File: src/rtl/cpu_bus_mem_pkg.sv
// Shared types and constants for the cpu_bus_mem memory/I-O target.
package cpu_bus_mem_pkg;

  localparam int unsigned ADDR_W = 8;
  localparam int unsigned DATA_W = 8;

  // Default location of the optional board-pin output register.
  localparam logic [ADDR_W-1:0] MMIO_ADDR_DEFAULT = 8'hFF;

  // Core write sequence: address phase then data phase.
  typedef enum logic {
    W_IDLE = 1'b0,
    W_DATA = 1'b1
  } wstate_e;

  // True when an 8-bit bus address falls inside a DEPTH-byte array.
  function automatic logic addr_in_range(logic [ADDR_W-1:0] addr, int unsigned depth);
    return 32'(addr) < depth;
  endfunction

endpackage

File: src/rtl/cpu_bus_mem_loader.sv
// Byte-stream loader: fills the array from address 0 while the core is held in
// reset. Produces a write port that the top level muxes into the array.
module cpu_bus_mem_loader
  import cpu_bus_mem_pkg::*;
#(
  parameter int unsigned DEPTH = 32
) (
  input  logic              clk,
  input  logic              rst_n,
  input  logic              load_en,
  input  logic              load_valid,
  input  logic [DATA_W-1:0] load_data,
  output logic [ADDR_W-1:0] load_ptr,
  output logic              load_full,
  output logic              mem_we,
  output logic [ADDR_W-1:0] mem_waddr,
  output logic [DATA_W-1:0] mem_wdata
);

  // One extra bit so a 256-byte array can still count up to its depth.
  localparam logic [ADDR_W:0] PtrMax = DEPTH[ADDR_W:0];

  logic [ADDR_W:0] ptr_q, ptr_d;
  logic            full_q, full_d;
  logic            accept;

  assign accept = load_en & load_valid & ~full_q;

  // Next pointer/full: cleared whenever loading is off, advance per accepted byte.
  always_comb begin
    ptr_d  = ptr_q;
    full_d = full_q;
    if (!load_en) begin
      ptr_d  = '0;
      full_d = 1'b0;
    end else if (accept) begin
      ptr_d  = ptr_q + 1'b1;
      full_d = (ptr_d == PtrMax);
    end
  end

  // Pointer and full flag registers.
  always_ff @(posedge clk or negedge rst_n) begin
    if (!rst_n) begin
      ptr_q  <= '0;
      full_q <= 1'b0;
    end else begin
      ptr_q  <= ptr_d;
      full_q <= full_d;
    end
  end

  assign load_ptr  = ptr_q[ADDR_W-1:0];
  assign load_full = full_q;
  assign mem_we    = accept;
  assign mem_waddr = ptr_q[ADDR_W-1:0];
  assign mem_wdata = load_data;

endmodule

File: src/rtl/cpu_bus_mem.sv
// Memory and I/O target on the CPU's 8-bit multiplexed bus.
// Combinational reads, two-phase core writes, and a reset-time byte loader.
// Optional output register enabled by defining CPU_BUS_MEM_MMIO_EN.
module cpu_bus_mem
  import cpu_bus_mem_pkg::*;
#(
  parameter int unsigned       DEPTH     = 32,
  parameter logic [ADDR_W-1:0] MMIO_ADDR = MMIO_ADDR_DEFAULT
) (
  input  logic              clk,
  input  logic              rst_n,
  input  logic [ADDR_W-1:0] bus_addr,
  input  logic              bus_rd,
  input  logic              bus_wr,
  output logic [DATA_W-1:0] bus_rdata,
  input  logic              load_en,
  input  logic              load_valid,
  input  logic [DATA_W-1:0] load_data,
  output logic [ADDR_W-1:0] load_ptr,
  output logic              load_full
`ifdef CPU_BUS_MEM_MMIO_EN
  ,
  output logic [DATA_W-1:0] mmio_out
`endif
);

  // Keep the loaded region below the output register address.
  localparam int unsigned LoadDepth = (32'(MMIO_ADDR) < DEPTH) ? 32'(MMIO_ADDR) : DEPTH;

  logic [DATA_W-1:0] mem_q [DEPTH];

  wstate_e           state_q, state_d;
  logic [ADDR_W-1:0] waddr_q, waddr_d;
  logic              core_commit;

  logic              ld_we;
  logic [ADDR_W-1:0] ld_waddr;
  logic [DATA_W-1:0] ld_wdata;

  logic              we;
  logic [ADDR_W-1:0] wr_addr;
  logic [DATA_W-1:0] wr_data;

  cpu_bus_mem_loader #(
    .DEPTH (LoadDepth)
  ) u_loader (
    .clk        (clk),
    .rst_n      (rst_n),
    .load_en    (load_en),
    .load_valid (load_valid),
    .load_data  (load_data),
    .load_ptr   (load_ptr),
    .load_full  (load_full),
    .mem_we     (ld_we),
    .mem_waddr  (ld_waddr),
    .mem_wdata  (ld_wdata)
  );

  // Write FSM next state: latch address on the strobe, then take data next cycle.
  always_comb begin
    state_d = state_q;
    waddr_d = waddr_q;
    unique case (state_q)
      W_IDLE: begin
        if (bus_wr && !load_en) begin
          state_d = W_DATA;
          waddr_d = bus_addr;
        end
      end
      W_DATA:  state_d = W_IDLE;
      default: state_d = W_IDLE;
    endcase
    // Loading owns the array; any half-finished core write is abandoned.
    if (load_en) begin
      state_d = W_IDLE;
    end
  end

  // Write FSM state and latched address.
  always_ff @(posedge clk or negedge rst_n) begin
    if (!rst_n) begin
      state_q <= W_IDLE;
      waddr_q <= '0;
    end else begin
      state_q <= state_d;
      waddr_q <= waddr_d;
    end
  end

  // Data phase: bus_addr carries the write data this cycle.
  assign core_commit = (state_q == W_DATA) && !load_en;

  // Array write port: loader when loading, otherwise an in-range core commit.
  always_comb begin
    we      = 1'b0;
    wr_addr = '0;
    wr_data = '0;
    if (ld_we) begin
      we      = 1'b1;
      wr_addr = ld_waddr;
      wr_data = ld_wdata;
    end else if (core_commit && addr_in_range(waddr_q, DEPTH)) begin
      we      = 1'b1;
      wr_addr = waddr_q;
      wr_data = bus_addr;
    end
  end

  // Storage array, cleared on reset.
  always_ff @(posedge clk or negedge rst_n) begin
    if (!rst_n) begin
      for (int unsigned i = 0; i < DEPTH; i++) begin
        mem_q[i] <= '0;
      end
    end else if (we) begin
      for (int unsigned i = 0; i < DEPTH; i++) begin
        if (wr_addr == 8'(i)) begin
          mem_q[i] <= wr_data;
        end
      end
    end
  end

`ifdef CPU_BUS_MEM_MMIO_EN
  logic [DATA_W-1:0] mmio_q;

  // Output register updated by a completed core write to its address.
  always_ff @(posedge clk or negedge rst_n) begin
    if (!rst_n) begin
      mmio_q <= '0;
    end else if (core_commit && (waddr_q == MMIO_ADDR)) begin
      mmio_q <= bus_addr;
    end
  end

  assign mmio_out = mmio_q;
`endif

  // Zero-latency read mux; unmapped addresses and idle strobe read as zero.
  always_comb begin
    bus_rdata = '0;
    if (bus_rd) begin
      for (int unsigned i = 0; i < DEPTH; i++) begin
        if (bus_addr == 8'(i)) begin
          bus_rdata = mem_q[i];
        end
      end
`ifdef CPU_BUS_MEM_MMIO_EN
      if (bus_addr == MMIO_ADDR) begin
        bus_rdata = mmio_q;
      end
`endif
    end
  end

endmodule

File: config.mk
export PLATFORM = sky130hd
export DESIGN_NAME = cpu_bus_mem
export DESIGN_NICKNAME = d
export VERILOG_FILES = /design/src/rtl/cpu_bus_mem_pkg.sv /design/src/rtl/cpu_bus_mem_loader.sv /design/src/rtl/cpu_bus_mem.sv
export SDC_FILE = /design/constraint.sdc
export NUM_CORES = 1
export LEC_CHECK = 0
export ABC_AREA = 1
export CORE_AREA = 2 2 155 187
export CTS_CLUSTER_SIZE = 24
export DETAILED_ROUTE_END_ITERATION = 16
export DIE_AREA = 0 0 157 189
export GPL_ROUTABILITY_DRIVEN = 1
export PLACE_DENSITY = 0.65
export SETUP_SLACK_MARGIN = 0.3
export SLEW_MARGIN = 20
export SYNTH_ARGS = -nofsm -noshare
export SYNTH_HDL_FRONTEND = slang
export SYNTH_SLANG_ARGS = --single-unit
File: constraint.sdc
create_clock -name clk -period 7.1 [get_ports clk]
set_input_delay 1.065 -clock clk [delete_from_list [all_inputs] [get_ports clk]]
set_output_delay 1.065 -clock clk [all_outputs]
set_load 0.005 [all_outputs]
==> impl_metrics.json <==
{
  "io_buffers": 38,
  "maxCapViolCount": 0,
  "post-cts-setup-buffers": 0,
  "vias_per_cell": 5.26,
  "ir_drop_mv": 0.227,
  "grt_remaining_overflow": 0,
  "cts_tree": "yes",
  "die_area_um2": 29700,
  "combPwrFrac_pct": 5.3,
  "rsz0062_at_grt": "false",
  "yosysSeqAreaShare_pct": 52.0,
  "period_share_pct": 86.5,
  "fin_tns_setup_ps": 0,
  "yosysWarningCount": 0,
  "synth_flop_cell": "dfrtp_1",
  "power_mw": 3.45,
  "stdcell_count": 2103,
  "synth_nets": 1723,
  "finalSetupViolCount": 0,
  "synthTopCellsByCount": "nand2_1, o21ai_0, dfrtp_1",
  "netlist_top_cells_area": "dfrtp_1, nand2_1, o21ai_0",
  "clkTransAtPathRegs_ps": 60,
  "p_int_mw": 2.65,
  "antenna_found_initial": 1,
  "crit_top_cell": "nand2_1",
  "slew_violations": 0,
  "holdWs_ps": 477,
  "drtAntennaViolNets": 0,
  "track_usage_pct": 25.9,
  "drt_first_pass_iters": 7,
  "coreArea_um2": 27700,
  "final_layout_size_suffix_gt1_share_pct": 8.59,
  "synthCells": 1699,
  "cts_resized": 0,
  "max_slew_margin_pct": 26.2,
  "rows": 67,
  "ctsHoldBuffers": 0,
  "hpwl_mm": 25.0,
  "synth_top_area_share_pct": 52.0,
  "max_stage_delay_ps": 540,
  "synth-edff-count": 0,
  "io_pins": 39,
  "startpoint_type": "primary input",
  "clkSinkCount": 275,
  "cp.arrival_ps": 5070,
  "numCtsBuffers": 30,
  "nets": 1723,
  "grt_pass1_vias": 10828,
  "p_leak_nw": 6.89,
  "synth_area_um2": 13200,
  "p_sw_share_pct": 23.1,
  "synth_seq_cells": 275,
  "worstSkewPairLatency_ps": 550,
  "endpoint_kind": "output pin",
  "status": "finished clean",
  "placed_cells": 2046,
  "finalCriticalPeriod_ps": 6140,
  "drc": 0,
  "critical_path_class": "in -> out",
  "p_per_area_nw_per_um2": 232,
  "seq_power_share_pct": 47.2,
  "syn_to_final_growth_pct": 12.4,
  "cts-root-buf": "clkbuf_16",
  "grt_pass1_wl_mm": 60.3,
  "slowest_stage": "clkdlybuf4s50_1",
  "start_util_pct": 47.7,
  "worst_pin_slew_ps": 1110,
  "yosysMostFrequentCell": "nand2_1",
  "clock_path_buffers": 3,
  "crit_required_ps": 6030,
  "pwr-share-clk_pct": 47.5,
  "h-tree-depth": 1,
  "fmax_mhz": 163,
  "hold_viol": 0,
  "synth_cell_types": 32,
  "synth-async-reset-ratio_pct": 100,
  "p_sw_mw": 0.797,
  "finalWirelength_mm": 37.1,
  "grt_start_max_net_pins": 172,
  "gp_congestion": 0.884,
  "die_x_um": 157,
  "min_path_type": "reg -> reg",
  "synth.avg_cell_area_um2": 7.79,
  "die_h_um": 189,
  "drtIter0Drc": 894,
  "vias": 11064,
  "synth_top_area_cell": "dfrtp_1",
  "crit_fanout": 5,
  "wl_per_cell_um": 17.6,
  "fin_skew_ps": 9.93
}
through the flow:
| step | utilization (%) | setup slack [ps] | instance area, µm² |
|---|---|---|---|
| floorplan | - | 3080 | 13200 |
| global placement | 49.9 | 973 | 13800 |
| detailed placement | 49.9 | 951 | 13800 |
| CTS | 53.7 | 950 | 14900 |
| global route | 53.7 | 643 | 14900 |
| finish | 53.7 | 962 | 14900 |
power by group through the flow:
stage / Clock, mW / Combinational [mW] / Sequential, mW
after floorplan: 0 / 0.0913 / 1.65
after global placement: 0 / 0.181 / 1.65
after detailed placement: 0 / 0.184 / 1.65
after CTS: 1.66 / 0.185 / 1.63
after global routing: 1.73 / 0.207 / 1.63
final: 1.64 / 0.183 / 1.63
worst max-delay path: cells and delay by family:
| family | cells | cell delay, ps |
|---|---|---|
| AND/OR/NAND/NOR | 29 | 2820 |
| AO/OA/AOI/OAI | 1 | 90 |
| buffers and inverters | 3 | 1090 |
routing by layer:
layer	vias to the layer above	global-route usage, %	wire [µm]
li1	5397	-	-
met1	5275	35.2	16100
met2	324	43.1	17800
met3	68	3.23	1990
met4	0	8.50	1170
met5	-	0	0
logic make-up after synthesis:
| family | after synthesis | share of synthesized area, % |
|---|---|---|
| flip-flops | 275 | 52.0 |
| adder cells (fa/ha/maj) | 2 | 0.189 |
| AO/OA/AOI/OAI | 362 | 13.9 |
| XOR/XNOR | 6 | 0.397 |
| buffers and inverters | 219 | 6.69 |
| AND/OR/NAND/NOR | 835 | 26.9 |
path summary, 6_finish.rpt:
| path | to | slack, ps | cells after the start | start |
|---|---|---|---|---|
| worst max-delay path | bus_rdata[3] | 960 | 33 | bus_addr[3] |
| worst min-delay path | mem_q[15] | 480 | 2 | mem_q[15] |
| worst min register to register | mem_q[15] | 480 | 2 | mem_q[15] |
| min in group asynchronous | u_loader.ptr_q[7] | 520 | 1 | rst_n |
| max in group asynchronous | mem_q[26] | 5130 | 2 | rst_n |
| worst max register to register | mem_q[13] | 3970 | 12 | waddr_q[7] |
cell type report:
class,instances,area [µm²]
clock buffers,45,918
flip-flops and latches,275,6880
repair buffers,49,480
fillers,2654,12900
inverters,138,523
well taps,379,474
clock inverters,11,135
diodes,1,2.50
multi-input cells,1205,5480
placed cells by master, fill, tap and decap left out, types with 3 or more instances in the layout:
| cell type | Yosys | layout |
|---|---|---|
| nor2_1 | 45 | 45 |
| nor2_4 | 4 | 4 |
| o22ai_1 | 8 | 8 |
| xor2_1 | 6 | 6 |
| a21oi_1 | 58 | 58 |
| clkbuf_8 | 0 | 9 |
| clkbuf_1 | 67 | 5 |
| nor3_1 | 4 | 4 |
| clkdlybuf4s50_1 | 0 | 37 |
| nor2_2 | 12 | 12 |
| buf_4 | 9 | 10 |
| nand2_4 | 3 | 3 |
| or2_1 | 12 | 12 |
| clkinv_2 | 0 | 6 |
| o21ai_0 | 288 | 288 |
| or2_0 | 10 | 10 |
| clkbuf_16 | 0 | 31 |
| inv_2 | 6 | 7 |
| or2_2 | 47 | 47 |
| inv_1 | 130 | 128 |
| nand3_1 | 72 | 72 |
| nand2_2 | 3 | 3 |
| dfrtp_1 | 275 | 275 |
| nand3b_1 | 3 | 3 |
| nand4_1 | 5 | 5 |
| bufinv_16 | 0 | 3 |
| nand2_1 | 612 | 612 |
| a21oi_2 | 4 | 4 |
flip-flops by register name, summed over array words and instances (netlist names):
| name | cells |
|---|---|
| waddr_q | 8 |
| state_q | 1 |
| u_loader.load_full | 1 |
| mem_q | 256 |
| u_loader.ptr_q | 9 |
No activity file was read; power rests on OpenSTA's default activity.
